==> src/rtl/serial_addsub_if.sv <==
// serial_addsub_if: operand/request and result/status bundle for the bit-serial adder/subtractor.
interface serial_addsub_if #(parameter int WIDTH = 8);
   logic             en;
   logic             start;
   logic             sub;
   logic             cin;
   logic [WIDTH-1:0] a;
   logic [WIDTH-1:0] b;
   logic [WIDTH-1:0] sum;
   logic             cout;
   logic             ovf;
   logic             busy;
   logic             done;
   modport master (output en, start, sub, cin, a, b, input sum, cout, ovf, busy, done);
   modport slave  (input en, start, sub, cin, a, b, output sum, cout, ovf, busy, done);
endinterface

==> src/rtl/serial_addsub.sv <==
// serial_addsub: LSB-first bit-serial adder/subtractor, one full-adder step per enabled clock.
module serial_addsub #(parameter int WIDTH = 8) (
   input logic           clk,
   input logic           rst,
   serial_addsub_if.slave bus
);
   localparam int CW = (WIDTH > 1) ? $clog2(WIDTH) : 1;
   typedef enum logic [1:0] {IDLE, SHIFT, DONE} state_t;
   state_t           state_q;
   logic [WIDTH-1:0] a_q, b_q, r_q, sum_q, r_d;
   logic [CW-1:0]    cnt_q;
   logic             carry_q, cout_q, ovf_q, busy_q, done_q;
   logic             s_d, carry_d, last;
   assign s_d     = a_q[0] ^ b_q[0] ^ carry_q;
   assign carry_d = (a_q[0] & b_q[0]) | (a_q[0] & carry_q) | (b_q[0] & carry_q);
   assign r_d     = {s_d, r_q[WIDTH-1:1]};
   assign last    = cnt_q == CW'(WIDTH - 1);
   always_ff @(posedge clk) begin
      if (rst) begin
         state_q <= IDLE;
         a_q     <= '0;
         b_q     <= '0;
         r_q     <= '0;
         sum_q   <= '0;
         cnt_q   <= '0;
         carry_q <= 1'b0;
         cout_q  <= 1'b0;
         ovf_q   <= 1'b0;
         busy_q  <= 1'b0;
         done_q  <= 1'b0;
      end else begin
         case (state_q)
            IDLE, DONE: begin
               done_q <= 1'b0;
               if (bus.start) begin
                  a_q     <= bus.a;
                  b_q     <= bus.sub ? ~bus.b : bus.b;
                  carry_q <= bus.sub | bus.cin;
                  cnt_q   <= '0;
                  busy_q  <= 1'b1;
                  state_q <= SHIFT;
               end else begin
                  state_q <= IDLE;
               end
            end
            SHIFT: if (bus.en) begin
               a_q     <= a_q >> 1;
               b_q     <= b_q >> 1;
               carry_q <= carry_d;
               r_q     <= r_d;
               cnt_q   <= cnt_q + CW'(1);
               // carry_q here is the carry into the MSB, carry_d the carry out of it
               if (last) begin
                  state_q <= DONE;
                  busy_q  <= 1'b0;
                  done_q  <= 1'b1;
                  sum_q   <= r_d;
                  cout_q  <= carry_d;
                  ovf_q   <= carry_q ^ carry_d;
               end
            end
            default: state_q <= IDLE;
         endcase
      end
   end
   assign bus.sum  = sum_q;
   assign bus.cout = cout_q;
   assign bus.ovf  = ovf_q;
   assign bus.busy = busy_q;
   assign bus.done = done_q;
endmodule

==> src/flat_wrapper.sv <==
// flat-port wrapper written by rule: the top's interface ports become plain ports
module serial_addsub_flat 
#(parameter int WIDTH = 8)
  (clk, rst, bus_en, bus_start, bus_sub, bus_cin, bus_a, bus_b, bus_sum, bus_cout, bus_ovf, bus_busy, bus_done);
  serial_addsub_if #(.WIDTH(WIDTH)) bus_i ();
  input logic clk;
  input logic rst;
  input wire logic [$bits(bus_i.en)-1:0] bus_en;
  input wire logic [$bits(bus_i.start)-1:0] bus_start;
  input wire logic [$bits(bus_i.sub)-1:0] bus_sub;
  input wire logic [$bits(bus_i.cin)-1:0] bus_cin;
  input wire logic [$bits(bus_i.a)-1:0] bus_a;
  input wire logic [$bits(bus_i.b)-1:0] bus_b;
  output wire logic [$bits(bus_i.sum)-1:0] bus_sum;
  output wire logic [$bits(bus_i.cout)-1:0] bus_cout;
  output wire logic [$bits(bus_i.ovf)-1:0] bus_ovf;
  output wire logic [$bits(bus_i.busy)-1:0] bus_busy;
  output wire logic [$bits(bus_i.done)-1:0] bus_done;
  assign bus_i.en = bus_en;
  assign bus_i.start = bus_start;
  assign bus_i.sub = bus_sub;
  assign bus_i.cin = bus_cin;
  assign bus_i.a = bus_a;
  assign bus_i.b = bus_b;
  assign bus_sum = bus_i.sum;
  assign bus_cout = bus_i.cout;
  assign bus_ovf = bus_i.ovf;
  assign bus_busy = bus_i.busy;
  assign bus_done = bus_i.done;
  serial_addsub #(.WIDTH(WIDTH)) u_core (.clk(clk), .rst(rst), .bus(bus_i));
endmodule
==> config.mk <==
export PLATFORM = sky130hd
export DESIGN_NAME = serial_addsub_flat
export DESIGN_NICKNAME = d
export VERILOG_FILES = /design/src/rtl/serial_addsub_if.sv /design/src/rtl/serial_addsub.sv /design/src/flat_wrapper.sv
export SDC_FILE = /design/constraint.sdc
export NUM_CORES = 1
export LEC_CHECK = 0
export BUFFER_PORTS_ARGS = -buffer_cell sky130_fd_sc_hd__buf_2
export CAP_MARGIN = 20
export CORE_ASPECT_RATIO = 0.9
export CORE_UTILIZATION = 45
export CTS_CLUSTER_DIAMETER = 80
export DETAILED_ROUTE_END_ITERATION = 10
export PLACE_DENSITY = 0.67
export REMOVE_ABC_BUFFERS = 1
export SLEW_MARGIN = 20
export SYNTH_ARGS = -nofsm -noshare
export SYNTH_HDL_FRONTEND = slang
export SYNTH_SLANG_ARGS = --single-unit
==> constraint.sdc <==
create_clock -name clk -period 2.2 [get_ports clk]
set_clock_uncertainty 0.05 [all_clocks]
set_input_delay 0.44 -clock clk [delete_from_list [all_inputs] [get_ports clk]]
set_output_delay 0.44 -clock clk [all_outputs]
set_load 0.02 [all_outputs]
# == Word level (Yosys, flattened, before mapping) ==
# Index checks and enable logic that the tools add are counted.
# totals
in_bits,22
wordCells,61
output_inout_bits,12
regBits,42
# op_classes
reduce_logical,9
n_bitwise,10
muxes,24
n_eq_ne,6
add_sub_neg,1
# op_table
cell,n
$mux 8,5
$pmux 8 s2,2
$reduce_and 3->1,3
$mux 1,8
$not 8->8,1
$mux 3,2
$pmux 1 s2,3
$pmux 3 s2,1
$mux 2,2
$ne 2x2->1 const B,2
$pmux 2 s2,1
$reduce_and 2->1,2
$reduce_and 4->1,1
$add 3x1->3 const B,1
$and 1x1->1,3
$eq 3x3->1 const B,1
$or 1x1->1,3
$xor 1x1->1,3
$eq 2x1->1 const B,1
$eq 2x2->1 const B,1
$logic_not 2->1,1
$ne 2x1->1 const B,1
$reduce_bool 2->1,1
$reduce_or 2->1,1

# == Logic depth before layout (Yosys ltp) ==
# Gate-level depths: netlist of run 1.
# logic_depth
depth_word,5
mapped_depth,6
mapped_depth_nobuf,5

# == Worst setup path after synthesis of run 1 ==
# Ideal clock, no wire load.
# synth_path
path_type,reg2reg
start,reg u_core.carry_q
end,reg u_core.carry_q
path_stages_with_launch,5
setup_slack_ns,0.802
required_ns,2.035
n_path_buf,0
t_arrival_ns,1.233
synth_period_minus_slack_ns,1.398
setup_time_ns,0.115
path_cell_list,dfxtp_1 -> fa_1 -> nor3b_1 -> a221oi_2 -> o21a_1
# synth_between
elab_chain_len,5
word_cells_on_any_way,6
cone_classes,mux: 2; bitwise: 4
# synth_lines
item,line_no,rtl
from (decl),serial_addsub.sv:12,"logic carry_q, cout_q, ovf_q, busy_q, done_q;"
from (signal assigned),serial_addsub.sv:38,carry_q <= bus.sub | bus.cin;
from (signal assigned),serial_addsub.sv:49,carry_q <= carry_d;
$and 1x1->1,serial_addsub.sv:15,assign carry_d = (a_q[0] & b_q[0]) | (a_q[0] & carry_q) | (b_q[0] & carry_q);
$or 1x1->1,serial_addsub.sv:15,
$or 1x1->1 *,serial_addsub.sv:15,
via u_core.carry_d,serial_addsub.sv:13,"logic s_d, carry_d, last;"
$mux 1 *,serial_addsub.sv:46,SHIFT: if (bus.en) begin
$pmux 1 s2 *,serial_addsub.sv:32,case (state_q)
# The timed path passes the listed nets; every way through them passes the cells marked *. The select of a mux whose other input is x is not followed.
# A chain may end at the register's enable or synchronous reset.

# == Final worst setup path of run 1 ==
# layout_path
start,reg u_core.state_q[0]
end,reg u_core.a_q[2]
# layout_between
elab_chain_len,4
word_cells_on_any_way,9
cone_classes,eq/ne: 4; mux: 1; reduce/logical: 4
# layout_lines
item,line_no,rtl
from (decl),serial_addsub.sv:9,state_t state_q;
from (signal assigned),serial_addsub.sv:20,state_q <= IDLE;
from (signal assigned),serial_addsub.sv:41,state_q <= SHIFT;
from (signal assigned),serial_addsub.sv:43,state_q <= IDLE;
$eq 2x2->1 or $logic_not 2->1 (tied branches),serial_addsub.sv:32,
$reduce_or 2->1,serial_addsub.sv:32,
$ne 2x2->1 (no line) or $reduce_bool 2->1 (tied branches),--,
$reduce_and 3->1 (no line),--,
to (signal assigned),serial_addsub.sv:36,a_q <= bus.a;
to (signal assigned),serial_addsub.sv:47,a_q <= a_q >> 1;
to (decl),serial_addsub.sv:10,"logic [WIDTH-1:0] a_q, b_q, r_q, sum_q, r_d;"
# Several ways; a longest one is shown, not always the timed one.

==> summary.txt, run 1 <==
Drt
  – DR DRC count: 0
  – First drt pass iteration count: 4
  – DRT iter0 DRCs: 72
  – Final ANT Viol Nets: 0
  – WL final: between 3000 and 4000 um
  – Routed via count: 1440
  – Vias per Instance: 5.22
  – Routed len/inst: 13.0 um

Floorplan
  – Die width: 69.6 um
  – Die area: 4380 um2
  – Io pins: 34
  – Core ar.: 3840 um2
  – Starting density of the core: 0.483
  – Die height: 62.9 um
  – Num rows: 21

STA
  – # setup viols final: 0
  – Fin crit period: about 1700 ps
  – Max frequency: 0.601 GHz
  – Total Neg Setup Slack: 0 ps
  – Final Cycle Share: 0.756
  – RSZ-0062 raised after global routing: false
  – Actual slew at the worst max-slew pin: 483 ps
  – Slew headroom: 0.676
  – Max-slew violation count: 0
  – Final Hold Fails: 0

Yosys
  – Top post-synthesis cells by area: dfxtp_1 44%, nand2_1 8.3%, mux2i_1 7.6%, a21oi_1 5.9%, xor2_1 3.8%
  – Yosys reg bits: 41
  – Post-synth cell types: 40
  – Post-synth EDFFs: 0
  – Post-Synthesis Cell Area: 1850 um2
  – Most used DFF post-synth: dfxtp_1
  – Synth area leader: dfxtp_1
  – Mapped Cells: 199
  – Mean Syn Cell Area: 9.31 um2
  – Share of the synthesized area in the top cell type: 0.443
  – Post-synthesis sequential area ratio: 0.443
  – Asr flop ratio synth: 0
  – YS warnings: 0

Worst hold path
  – HP Class: in2reg
  – Min-Delay Path Depth: 3

Layout
  – Register area: 821 um2
  – Fillers: 354
  – Ant diodes: 0
  – Multi-input gate area: between 800 and 900 um2
  – Area Growth Syn to Fin: 14.4%
  – Fraction of layout cells with a size suffix above 1: 0.252
  – Finished Cell Area: 2120 um2
  – Layout Nets: 254

Placed design
  – DP Wirelength: about 2400 um
  – Port buffer count: 33
  – Placed Area: 1990 um2
  – Final RePlAce weighted congestion: roughly 0.75

Global route
  – Number of global-route vias before repair: between 1000 and 1500
  – GRT Total Usage: 0.177
  – First-pass GRT wire length: 6160 um
  – Pin count of the biggest net entering global routing: 34
  – Initial antenna violation count: 0
  – Grt ovf: 0

CTS
  – Clock Latency Late Sink: roughly 300 ps
  – Clock transition at the registers of the reported paths: 80 ps
  – CTS tree: yes
  – Num CTS Buffers: 5
  – Root Buffer: clkbuf_8
  – CTS Sinks: 41
  – Post-CTS Setup Bufs: 0
  – CTS max path bufs: 2
  – H-tree Lvls: 2
  – Post_cts resized: 0
  – Hold_buf cts: 0

Power and ir drop
  – PD cells: 810 nW/um2
  – Leakage: 0.896 nW
  – Max IR drop VDD: 0.473 mV

Setup path
  – Setup CP Type: reg2reg
  – Worst path required time: 2350 ps
  – Worst Setup Start Kind: register
  – CP arrival: 1820 ps
  – Reg2Reg Depth: 3
  – Crit Path Max Fanout: 14
  – CP Capture Type: register

Outcome
  – Status: finished, final reports clean

Flow run
  – Max-cap violation count: 0
per-layer routing:
| layer | up-vias | GRT usage | part of all wire |
|---|---|---|---|
| li1 | 748 | - | - |
| met1 | 661 | 0.237 | 0.52 |
| met2 | 25 | 0.269 | 0.42 |
| met3 | 6 | 0.0516 | 0.044 |
| met4 | 0 | 0.0675 | 0.014 |
| met5 | - | 0 | 0 |
stage by stage:
stage | total power, mW | utilization | hold WS [ps] | cells | worst slack (ps)
2_1_floorplan | 0.944 | - | 376 | 183 | 679
3_3_place_gp | 1.02 | 0.518 | 390 | 268 | 571
3_5_place_dp | 1.02 | 0.518 | 397 | 268 | 542
4_1_cts | 1.73 | 0.553 | 318 | 276 | 561
5_1_grt | 1.78 | 0.553 | 327 | 276 | 409
6_report | 1.72 | 0.553 | 326 | 276 | 536
cells in the final DEF (no fill, tap or decap), drive strengths merged, types with 2 or more instances in the layout:
cell,n
mux2i,14
a211oi,8
xor2,8
nand2,42
nand3,5
clkinv,2
nand4,2
ha,2
nand2b,3
a21oi,22
o22ai,7
bufinv,2
clkbuf,5
nor2,4
nor3,7
o21ai,2
dfxtp,41
buf,39
nor3b,2
area by class of cell:
| type | instances | share of cell area |
|---|---|---|
| Clock inverter | 3 | 0.0307 |
| Multi-Input combinational cell | 140 | 0.420 |
| Tap cell | 46 | 0.0272 |
| Timing Repair Buffer | 39 | 0.0992 |
| Sequential cell | 41 | 0.387 |
| Clock buffer | 5 | 0.0325 |
| Inverter | 2 | 0.00354 |
critical path, cell delays in order, from the launching register on:
cell	delay, ps
dfxtp_1	510
nand2b_1	410
nand2_2	300
a211oi_1	300
report_power, final:
group	internal (mW)	switching, mW
Combinational	0.0925	0.111
Clock	0.451	0.263
Sequential	0.777	0.0234
Total	1.32	0.397
cells in the mapped netlist, types with 2 or more instances:
library cell / instances
mux2i_1: 14
a211oi_2: 3
a21oi_1: 22
nand4_1: 2
ha_1: 2
nor3b_1: 2
nand3_1: 5
nand2_1: 41
nor2_1: 4
o22ai_1: 7
buf_4: 4
a211oi_1: 5
nor3_2: 3
dfxtp_1: 41
nand2b_1: 3
nor3_1: 4
clkbuf_1: 2
buf_2: 4
buf_6: 3
xor2_1: 8
sequential cells by signal, summed over array words and instances, names as in the netlist:
name,flops
u_core.a_q,8
u_core.b_q,8
u_core.bus.busy,1
u_core.bus.cout,1
u_core.bus.done,1
u_core.bus.ovf,1
u_core.bus.sum,8
u_core.carry_q,1
u_core.cnt_q,3
u_core.r_q,7
u_core.state_q,2
cells by family after synthesis:
logic type / Yosys count / share of synthesized area
AO/OA/AOI/OAI: 43 / 0.151
XOR/XNOR: 9 / 0.0425
multiplexers: 14 / 0.0756
flip-flops: 41 / 0.443
buffers and inverters: 18 / 0.0770
AND/OR/NAND/NOR: 71 / 0.186
adder cells (fa/ha/maj): 3 / 0.0243
worst paths after layout:
check                    startpoint           endpoint  slack [ps]
hold / removal             bus_a[7]      u_core.a_q[7]         330
setup / recovery  u_core.state_q[0]      u_core.a_q[2]         540
hold reg to reg   u_core.bus.sum[4]  u_core.bus.sum[4]         410
setup reg to reg  u_core.state_q[0]      u_core.a_q[2]         540
Note: power is estimated with default switching activity, not from simulation.
==> run 2, diff against run 1 <==
- PLACE_DENSITY: 0.67 -> 0.69
- clock period: 2.2 -> 1.3 ns (I/O delays scaled with it)
==> run 2 against run 1 <==
The flow now finishes with violations (setup timing); first-iteration DRC count rose by 22%; worst setup slack got worse by 540 ps; hold slack got worse by 170 ps; flip-flop and latch count did not move; wire length rose by 7.1%; sequential power rose by 70%; register-to-register slack got worse by 540 ps; cell area rose by 11%; cell count rose by 6.9%; die area did not move; critical endpoint is now u_core.carry_q.
==> summary.txt, run 2 (synthesized netlist as in run 1, its figures left out) <==
Power and ir drop
  – Total power: 2.61 mW
  – Reg power frac: 0.520
  – Power Internal: 1.96 mW
  – Combinational Power Share: 0.169
  – PD cells: 1110 nW/um2
  – Power share of the clock group: 0.311
  – Max IR drop VDD: 0.734 mV
  – Leakage: ~1 nW
  – P_sw: 0.647 mW
  – Sw frac: 0.248

Drt
  – DR DRC count: 0
  – DRT iter0 DRCs: roughly 90
  – Vias per Instance: 5.23
  – First drt pass iteration count: 4
  – Routed via count: between 1500 and 2000
  – Routed len/inst: 13.1 um
  – WL final: 3850 um
  – Final ANT Viol Nets: 0

Layout
  – Ant diodes: 0
  – Most common cell after layout, fill and taps aside: nand2_1
  – Fraction of layout cells with a size suffix above 1: 0.394
  – Layout Utilization: 0.612
  – Layout Nets: 274
  – Fillers: 326
  – Commonest non-fill, non-tap cells in the layout: 39 x nand2_1, 35 x dfxtp_1, 33 x buf_2
  – Area Growth Syn to Fin: 26.7%

Setup path
  – Crit Path Max Fanout: 2
  – Worst Setup Start Kind: register
  – CP arrival: 1430 ps
  – Setup CP Type: reg2reg
  – Worst path required time: 1430 ps
  – CP Capture Type: register

Global route
  – First-pass GRT wire length: around 6600 um
  – Initial antenna violation count: 0
  – GRT Total Usage: 0.187
  – Number of global-route vias before repair: 1497
  – Grt ovf: 0
  – Pin count of the biggest net entering global routing: 34

Floorplan
  – Die width: 69.6 um
  – Die height: ~63 um
  – Num rows: 21
  – Die area: 4380 um2
  – Io pins: 34
  – Starting density of the core: 0.483
  – Core ar.: 3840 um2

CTS
  – Root Buffer: clkbuf_8
  – Clock Latency Late Sink: 280 ps
  – Num CTS Buffers: 5
  – CTS Sinks: 41
  – Hold_buf cts: 0
  – CTS max path bufs: 2
  – CTS tree: yes
  – H-tree Lvls: 2
  – Clock transition at the registers of the reported paths: 70 ps

Placed design
  – Port buffer count: 33
  – Final RePlAce weighted congestion: 0.842
  – DP Wirelength: approximately 2600 um

Worst hold path
  – HP Class: in2reg

STA
  – Slew headroom: 0.744
  – Final setup margin: -5.69 ps
  – Max frequency: approximately 0.77 GHz
  – Max-slew violation count: 0
  – Actual slew at the worst max-slew pin: 384 ps
  – RSZ-0062 raised after global routing: true
  – Fin crit period: 1310 ps
  – Final Hold Fails: 0
  – Final Cycle Share: 1.00
  – # setup viols final: 2

Outcome
  – Status: finished with violations
  – Failing checks: setup timing

Flow run
  – Max-cap violation count: 0
## run 2: worst max-delay path, stage by stage (launching register included)
cell and delay [ps]:
dfxtp_2 340, fa_2 410, nor3b_2 190, a221oi_2 50, o21a_1 170
## run 2: area by class of cell
cell class / count / area [um2] / area share
clock buffers: 7 / 86.3 / 0.0368
well taps: 46 / 57.6 / 0.0245
flip-flops and latches: 41 / 831 / 0.354
repair buffers: 58 / 389 / 0.166
inverters: 2 / 7.51 / 0.00320
multi-input cells: 141 / 977 / 0.416
## run 2: per-stage QoR
step                std cells  setup WS, ps  hold WS (ps)  cell area (um2)  setup TNS, ps
detailed placement        286          -133           396             2150           -752
floorplan                 183          -221           275             1720          -3070
global route              295         -61.6           183             2350           -491
global placement          286         -65.5           391             2150           -230
CTS                       294         -39.5           152             2280          -52.1
finish                    295         -5.69           160             2350          -9.69
## run 2: path summary, 6_finish.rpt
kind,startpoint,endpoint,slack (ps),cells after the start
min,bus_a[7],u_core.a_q[7],160,3
min reg2reg,u_core.bus.sum[3],u_core.bus.sum[3],400,2
max,u_core.a_q[0],u_core.carry_q,-6,4
max reg2reg,u_core.a_q[0],u_core.carry_q,-6,4
## run 2: layer usage
metal / vias up / track usage / share of wire
met5: - / 0 / 0
met4: 0 / 0.0750 / 0.012
met3: 5 / 0.0403 / 0.033
met2: 25 / 0.291 / 0.45
met1: 725 / 0.253 / 0.50
li1: 788 / - / -
## run 2: power groups by stage
stage	clock [mW]	sequential, mW	combinational, mW
6_report	0.811	1.36	0.442
3_5_place_dp	0	1.38	0.410
4_1_cts	0.837	1.36	0.417
3_3_place_gp	0	1.38	0.408
2_1_floorplan	0	1.38	0.219
5_1_grt	0.873	1.36	0.486
## run 2: repair_timing
item	in CTS	in global routing
setup buffers	0	1
gates resized for setup	11	19
endpoints found under the setup margin	30	36
cloned	1	0
pin swaps	3	8
==> run 3, diff against run 2 <==
- BUFFER_PORTS_ARGS: -buffer_cell sky130_fd_sc_hd__buf_2 -> not set
- DONT_BUFFER_PORTS: not set -> 1
- PLACE_DENSITY: 0.69 -> not set
==> run 3 against run 2 <==
The flow still finishes with violations (setup timing); first-iteration DRC count increased by 8.0%; global-route usage increased by 0.58 points; combinational power decreased by 18%; power increased by 12%; sequential power about the same; via count decreased by 4.4%; die area unchanged.
==> summary.txt, run 3 (synthesized netlist as in run 1, its figures left out) <==
Outcome
  – Status: finished with violations
  – Failing checks: setup timing

Floorplan
  – Num rows: 21
  – Core ar.: 3840 um2
  – Io pins: 34
  – Die height: 62.9 um
  – Die area: 4380 um2
  – Die width: 69.6 um
  – Starting density of the core: 0.483

Power and ir drop
  – Sw frac: 0.229
  – P_sw: 0.671 mW
  – Max IR drop VDD: 0.765 mV
  – Combinational Power Share: 0.124
  – Leakage: 0.835 nW
  – Reg power frac: 0.465
  – Power Internal: 2.26 mW
  – PD cells: 1340 nW/um2
  – Power share of the clock group: 0.411

CTS
  – Root Buffer: clkbuf_8
  – CTS tree: yes
  – H-tree Lvls: 2
  – Clock transition at the registers of the reported paths: approximately 80 ps
  – CTS Sinks: 41
  – Clock Latency Late Sink: 290 ps
  – Num CTS Buffers: 5
  – CTS max path bufs: 2

STA
  – Fin Hold WS: 55.6 ps
  – # setup viols final: 2
  – Final Cycle Share: 1.02
  – RSZ-0062 raised after global routing: true
  – Actual slew at the worst max-slew pin: ~310 ps
  – Fin crit period: 1330 ps
  – Slew headroom: 0.793
  – Final Hold Fails: 0
  – Final setup margin: -26.2 ps
  – Max-slew violation count: 0
  – Max frequency: approximately 0.75 GHz

Layout
  – Fraction of layout cells with a size suffix above 1: 0.261
  – Ant diodes: 0
  – Area Growth Syn to Fin: 17.6%
  – Fillers: 331
  – Layout Nets: about 240
  – Most common cell after layout, fill and taps aside: nand2_1
  – Finished Cell Area: 2180 um2
  – Layout Utilization: 0.568
  – Commonest non-fill, non-tap cells in the layout: 40 x nand2_1, 36 x dfxtp_1, 21 x a21oi_1
  – Post-Layout Cell Count: roughly 260

Global route
  – Number of global-route vias before repair: 1437
  – Grt ovf: 0
  – Pin count of the biggest net entering global routing: 34
  – First-pass GRT wire length: 6590 um
  – Initial antenna violation count: 0
  – GRT Total Usage: 0.193

Setup path
  – Setup CP Type: reg2reg
  – CP Capture Type: register
  – CP Cell Sequence: fa_2 -> buf_6 -> xnor2_1 -> a211oi_1
  – Worst path required time: 1460 ps
  – Worst Setup Start Kind: register
  – Slowest CP cell: fa_2
  – CP arrival: 1490 ps
  – Slowest cell delay on critical path: 420 ps
  – Crit Path Max Fanout: 2

Worst hold path
  – HP Class: in2reg

Drt
  – WL final: 4010 um
  – Routed len/inst: 15.6 um
  – DRT iter0 DRCs: 95
  – Vias per Instance: 5.74
  – DR DRC count: 0
  – Final ANT Viol Nets: 0
  – First drt pass iteration count: 4
  – Routed via count: 1475

Placed design
  – DP Cell Count: 243
  – DP Wirelength: between 2000 and 3000 um
  – Port buffer count: 0
  – Post-place setup slack: -142 ps
  – Final RePlAce weighted congestion: 0.743
  – Placed Area: 1910 um2

Flow run
  – Max-cap violation count: 0
==> run 3: final cells by class <==
class | count | area [um2] | area share
multi-input cells | 141 | 960 | 0.441
well taps | 46 | 57.6 | 0.0264
clock buffers | 5 | 68.8 | 0.0316
inverters | 2 | 7.51 | 0.00345
clock inverters | 3 | 65.1 | 0.0299
flip-flops and latches | 41 | 832 | 0.382
repair buffers | 19 | 188 | 0.0862
==> run 3: power groups by stage <==
stage          Combinational, mW  Clock (mW)  Sequential (mW)
2_1_floorplan              0.219           0             1.38
3_3_place_gp               0.302           0             1.38
3_5_place_dp               0.313           0             1.39
4_1_cts                    0.353        1.21             1.36
5_1_grt                    0.396        1.26             1.37
6_report                   0.363        1.20             1.36
==> run 3: routing by layer <==
metal	vias up	GRT usage	wire, um
met2	45	0.313	1880
met5	-	0	0
met3	13	0.0565	252
met1	705	0.243	1770
met4	0	0.0700	99
li1	712	-	-
==> run 3: worst paths after layout <==
check                                    from                 to  slack [ps]  cells past startpoint
worst max-delay path            u_core.a_q[0]     u_core.bus.ovf         -30                      4
worst min-delay path                 bus_a[7]      u_core.a_q[7]          60                      2
worst max register to register  u_core.a_q[0]     u_core.bus.ovf         -30                      4
worst min register to register  u_core.r_q[1]  u_core.bus.sum[0]         420                      2
==> run 3: metrics by stage <==
step	TNS (ps)	total power, mW
2_1_floorplan	-3070	1.60
3_3_place_gp	-1340	1.69
3_5_place_dp	-2200	1.70
4_1_cts	-62.5	2.92
5_1_grt	-362	3.03
6_report	-47.5	2.93
==> run 3: critical path, delay by kind of cell, from the launching register on <==
kind                       cells  cell delay, ps
DFF                            1             340
buffers and inverters          1             130
AOI/OAI and AO/OA              1             210
xor gates and xnor gates       1             110
adders and majority gates      1             420
==> run 3: repair_timing <==
item | in CTS | in global routing
buffers inserted | 4 | 1
endpoints found under the hold margin | 33 | 0
hold buffers | 1 | 0
setup endpoints to repair | 34 | 29
pin swaps | 7 | 3
resized for setup | 14 | 10
cloned | 1 | 0
